`src/rtl/datapath_pipe2.sv`:
```
// Two-stage (IF | EX) RV32I datapath with EX-resolved redirects and stallable data memory.
// Optional performance counters (RetireCnt, StallCnt) when DATAPATH_PERF_EN is defined.
module datapath_pipe2 #(
    parameter logic [31:0] RESET_PC  = 32'h0000_0000,
    parameter logic [31:0] NOP_INSTR = 32'h0000_0013
) (
    input  logic        clk,
    input  logic        reset,
    input  logic        Stall,
    input  logic [1:0]  ResultSrc,
    input  logic        PCSrc,
    input  logic        ALUSrc,
    input  logic        RegWrite,
    input  logic [1:0]  ImmSrc,
    input  logic [3:0]  ALUControl,
    input  logic        Jalr,
    input  logic        MemAccess,
    output logic        Zero,
    output logic        ALUR31,
    output logic        Overflow,
    output logic [31:0] PC,
    input  logic [31:0] InstrF,
    output logic [31:0] InstrE,
    output logic        Mem_Req,
    input  logic        Mem_Ready,
    output logic [31:0] Mem_WrAddr,
    output logic [31:0] Mem_WrData,
    input  logic [31:0] ReadData,
    output logic [31:0] Result
`ifdef DATAPATH_PERF_EN
    ,
    output logic [31:0] RetireCnt,
    output logic [31:0] StallCnt
`endif
);

    logic [31:0] pc_q, pc_d;
    logic [31:0] pce_q, pce_d;
    logic [31:0] instr_q, instr_d;
    logic        valid_q, valid_d;
    logic [31:0] rf_q [32];

    logic        hold, redirect, reg_we;
    logic [4:0]  rs1, rs2, rd;
    logic [31:0] rd1, rd2, imm_ext, src_b, alu_res;
    logic [31:0] pc_next, pc_target, ui_imm, ui_res;

    assign rs1 = instr_q[19:15];
    assign rs2 = instr_q[24:20];
    assign rd  = instr_q[11:7];

    assign rd1 = (rs1 == 5'd0) ? 32'd0 : rf_q[rs1];
    assign rd2 = (rs2 == 5'd0) ? 32'd0 : rf_q[rs2];

    // Immediate extraction for the EX instruction
    always_comb begin
        imm_ext = {{20{instr_q[31]}}, instr_q[31:20]};
        case (ImmSrc)
            2'b00: imm_ext = {{20{instr_q[31]}}, instr_q[31:20]};
            2'b01: imm_ext = {{20{instr_q[31]}}, instr_q[31:25], instr_q[11:7]};
            2'b10: imm_ext = {{20{instr_q[31]}}, instr_q[7], instr_q[30:25],
                              instr_q[11:8], 1'b0};
            default: imm_ext = {{12{instr_q[31]}}, instr_q[19:12], instr_q[20],
                                instr_q[30:21], 1'b0};
        endcase
    end

    assign src_b = ALUSrc ? imm_ext : rd2;

    // ALU and its flags
    always_comb begin
        alu_res  = rd1 + src_b;
        Overflow = 1'b0;
        case (ALUControl)
            4'd0: begin
                alu_res  = rd1 + src_b;
                Overflow = (rd1[31] == src_b[31]) & (alu_res[31] != rd1[31]);
            end
            4'd1: begin
                alu_res  = rd1 - src_b;
                Overflow = (rd1[31] != src_b[31]) & (alu_res[31] != rd1[31]);
            end
            4'd2: alu_res = rd1 & src_b;
            4'd3: alu_res = rd1 | src_b;
            4'd4: alu_res = rd1 ^ src_b;
            4'd5: alu_res = {31'd0, $signed(rd1) < $signed(src_b)};
            4'd6: alu_res = {31'd0, rd1 < src_b};
            4'd7: alu_res = rd1 << src_b[4:0];
            4'd8: alu_res = rd1 >> src_b[4:0];
            4'd9: alu_res = $unsigned($signed(rd1) >>> src_b[4:0]);
            default: alu_res = rd1 + src_b;
        endcase
    end

    assign Zero   = (alu_res == 32'd0);
    assign ALUR31 = alu_res[31];

    assign ui_imm    = {instr_q[31:12], 12'd0};
    assign ui_res    = instr_q[5] ? ui_imm : (pce_q + ui_imm);
    assign pc_target = pce_q + imm_ext;

    // Writeback select
    always_comb begin
        Result = alu_res;
        case (ResultSrc)
            2'b00: Result = alu_res;
            2'b01: Result = ReadData;
            2'b10: Result = pce_q + 32'd4;
            default: Result = ui_res;
        endcase
    end

    assign Mem_Req    = valid_q & MemAccess & ~Stall;
    assign Mem_WrAddr = alu_res;
    assign Mem_WrData = rd2;

    assign hold     = Stall | (Mem_Req & ~Mem_Ready);
    assign redirect = valid_q & (PCSrc | Jalr);
    assign reg_we   = valid_q & RegWrite & ~hold & (rd != 5'd0);

    // Next fetch address: jalr over branch/jal over sequential
    always_comb begin
        pc_next = pc_q + 32'd4;
        if (valid_q & Jalr)
            pc_next = {alu_res[31:1], 1'b0};
        else if (valid_q & PCSrc)
            pc_next = pc_target;
    end

    // IF/EX advance, hold or flush
    always_comb begin
        pc_d    = pc_q;
        pce_d   = pce_q;
        instr_d = instr_q;
        valid_d = valid_q;
        if (!hold) begin
            pc_d  = pc_next;
            pce_d = pc_q;
            if (redirect) begin
                instr_d = NOP_INSTR;
                valid_d = 1'b0;
            end else begin
                instr_d = InstrF;
                valid_d = 1'b1;
            end
        end
    end

    // Pipeline state registers
    always_ff @(posedge clk or posedge reset) begin
        if (reset) begin
            pc_q    <= RESET_PC;
            pce_q   <= RESET_PC;
            instr_q <= NOP_INSTR;
            valid_q <= 1'b0;
        end else begin
            pc_q    <= pc_d;
            pce_q   <= pce_d;
            instr_q <= instr_d;
            valid_q <= valid_d;
        end
    end

    // Register file write port (x0 never written)
    always_ff @(posedge clk) begin
        if (reg_we)
            rf_q[rd] <= Result;
    end

    assign PC     = pc_q;
    assign InstrE = instr_q;

`ifdef DATAPATH_PERF_EN
    logic [31:0] retire_q, stall_q;

    // Retired-instruction and stalled-cycle counters
    always_ff @(posedge clk or posedge reset) begin
        if (reset) begin
            retire_q <= 32'd0;
            stall_q  <= 32'd0;
        end else begin
            if (valid_q & ~hold)
                retire_q <= retire_q + 32'd1;
            if (valid_q & hold)
                stall_q <= stall_q + 32'd1;
        end
    end

    assign RetireCnt = retire_q;
    assign StallCnt  = stall_q;
`endif

endmodule

```
`config.mk`:
```
export PLATFORM = sky130hd
export DESIGN_NAME = datapath_pipe2
export DESIGN_NICKNAME = d
export VERILOG_FILES = /design/src/rtl/datapath_pipe2.sv
export SDC_FILE = /design/constraint.sdc
export NUM_CORES = 2
export LEC_CHECK = 0
export CORE_AREA = 5 5 287 402
export DETAILED_ROUTE_END_ITERATION = 7
export DIE_AREA = 0 0 292 407
export PLACE_DENSITY = 0.78
export SYNTH_ARGS = -nofsm -noshare
export SYNTH_HDL_FRONTEND = slang
export SYNTH_SLANG_ARGS = --single-unit
```
`constraint.sdc`:
```
create_clock -name clk -period 13.5 [get_ports clk]
set_input_delay 2.7 -clock clk [delete_from_list [all_inputs] [get_ports clk]]
set_output_delay 2.7 -clock clk [all_outputs]
set_load 0.02 [all_outputs]
```
==> reports/qor.csv <==
metric,value,unit
grt_pass1_vias,52409,
setup_ws,0.806,ns
htreeDepth,3,
cts_tree,built,
num_rows,145,
synth_top_family_by_area,multiplexers,
power.static_leakage,25.4,nW
boundaryPins,245,
max_cap_violations,1,
synth-edff-count,1024,
pre_cts_slack,0.920,ns
nets,5501,
worstPathCellList,clkdlybuf4s50_1 -> xor2_1 -> mux2i_1 -> nand2b_1 -> o41a_2 -> buf_4 -> buf_4 -> nor3_1 -> o21ai_0 -> a31oi_1 -> a211oi_1 -> a22oi_1 -> o31ai_1 -> buf_4 -> nand2_1 -> nor4_1 -> and4b_1 -> and4b_1 -> clkdlybuf4s50_1,
final_common_cell,edfxtp_1,
clock_sinks,1121,
rsz0062_at_grt,no,
cts_max_path_buffers,3,
multi_input_area,0.0310,mm²
period_needed,12.69,ns
yosysWarnings,0,
syn_to_final_growth,12.0,%
initial_core_util,59.7,%
antenna_found_initial,13,
critPathRequiredTime,10.80,ns
peakVddDrop,0.154,mV
max_slew_margin,0.746,%
first_iter_violations,9213,
overflow,0,
synth_area_leaders,"edfxtp_1, mux4_2, mux2i_1",
status,"finished, violations left",
fin_util,66.9,%
syn_area_per_cell,13.2,µm²
ant_nets,0,
io_buffer_count,244,
post_cts_buffers,0,
regArea,0.0332,mm²
final.setup_skew,0.133,ns
netSwitchingFraction,43.3,%
insertion_delay,0.77,ns
finalSetupViolCount,0,
place_congestion,1.09,
die_y,407,µm
cts_resized,0,
start_kind,input pin,
layout_common_cells,"edfxtp_1, mux4_2, nand2_1",
crit_slowest_cell,a211oi_1,
synthAdderAreaFrac,2.93,%
power_frac_seq,32.3,%
hold_ws,0.455,ns
synthSimpleGateAreaFrac,8.90,%
crit_path_max_fanout,42,
p_int,0.00805,W
pwr-share-clk,20.0,%
die_x,292,µm
syn_area,0.0663,mm²
cts_buffers,101,
final_layout_size_suffix_gt1_share,20.3,%
n_fill_cell,7753,
yosysSeqAreaShare,50.1,%
timing_hold_violations_final,0,
core,0.111,mm²
grt_use_total,48.1,%
power_density,191,mW/mm²
synth_cells,5014,
failed_checks,"design-rule violations, max-capacitance violations",
cts-root-buf,clkbuf_16,
cpMostUsedCell,buf_4,
synth_mux_area_share,21.3,%
dp_hpwl,195,mm
grt_pass1_wl,402,mm
ys_ff_latch,1121,
synth_top_area_share,46.4,%
cts_hold_buf,0,
synth-xor-area-share,1.31,%
wl,291,mm
synthFlopType,edfxtp_1,
slew_violations,0,
yosysTopAreaCell,edfxtp_1,
min_period_over_period,94.0,%
min_path_type,flop to flop,
route.vias.total,53934,
drt-pass1-iter-count,8,
placed_cell_area,0.0710,mm²
drc_errors,3,
comb_power_share,47.7,%
worst_pin_slew,1.45,ns
synth_compound_area_share,11.6,%
finalSetupTns,0,ns
cts.reportedPaths.clkPinSlew,0.06,ns
cp.arrival,9.99,ns
die_area,0.119,mm²
routedWlPerCell,42.7,µm
final_area,0.0743,mm²
cp_slowest_stage_delay,1.20,ns
path_class,input pin to primary output,
async_flop_share,8.65,%
power.switching,0.00615,W
vias_per_cell,7.89,
fmaxAchievable,78.8,MHz
ys_types,129,
grt_max_degree,86,
setup.worst_path.end_class,primary output,
final timing paths:
kind                                 start      endpoint  slack [ns]  depth (start not counted)
worst max-delay path             ImmSrc[0]          Zero        0.81                         19
worst min-delay path             InstrE[0]     InstrE[0]        0.46                          2
worst max register to register  InstrE[20]  rf_q[15][30]        4.34                         23
worst min register to register   InstrE[0]     InstrE[0]        0.46                          2
max in group asynchronous            reset    InstrE[15]        9.90                          3
min in group asynchronous            reset        PC[23]        2.39                          2
state kept, by name (all words and copies together), names as in the netlist:
signal and flops:
valid_q 1, InstrE 32, pce_q 32, rf_q 1024, PC 32
synth_stat cells (43+ instances only):
cell      count
a211oi_1     61
a21o_1       43
a21oi_1     174
a22oi_1      68
and3_1       43
buf_1        50
buf_2        65
clkbuf_1    191
dfrtp_1      94
edfxtp_1   1024
ha_1        149
inv_1       147
mux2i_1     240
mux4_2      483
nand2_1     412
nand3_1     127
nor2_1      296
nor3_1      109
o211ai_1     45
o21ai_0     183
o22ai_1      78
xnor2_1      56
xor2_1       43
worst max-delay path: cells and delay by family:
kind,cells,cell delay [ns]
xor gates and xnor gates,1,0.52
muxes,1,0.31
and+or+nand+nor,6,1.45
buffers and inverters,5,2.57
AOI/OAI and AO/OA,6,2.37
logic make-up (layout without fill, tap and decap cells):
group	Yosys count	in the layout
simple gates	1249	1249
flops	1121	1121
compound gates	1084	1084
mux	778	778
buf+inv	529	833
fa+ha+maj	153	153
xor+xnor	99	99
other cells	1	46
metal layers:
metal  wire [µm]  GRT usage [%]  up-vias
li1            -              -    20555
met1       86700           55.1    26172
met2      129000           73.1     5593
met3       40300           14.7     1606
met4       35500           42.6        8
met5          61              0        -
power groups by stage:
stage	registers (W)	logic [W]	clock network, W
after floorplan	0.00456	0.00365	0
after global placement	0.00464	0.00643	0
after detailed placement	0.00464	0.00644	0
after CTS	0.00457	0.00649	0.00282
after global routing	0.00460	0.00693	0.00298
final	0.00459	0.00677	0.00283
area by class of cell:
type	count	area share, %
Clock inverter	69	0.847
Clock buffer	116	3.48
Inverter	153	0.780
Multi-Input combinational cell	3395	41.7
Timing Repair Buffer	495	5.95
Tap cell	1470	2.48
Antenna cell	14	0.0472
Sequential cell	1121	44.7
through the flow:
step,total power (W),std cells
final,0.0142,6833
after global routing,0.0145,6823
after CTS,0.0139,6819
after global placement,0.0111,6634
after detailed placement,0.0111,6634
after floorplan,0.00821,5045
Note: power is estimated with default switching activity, not from simulation.
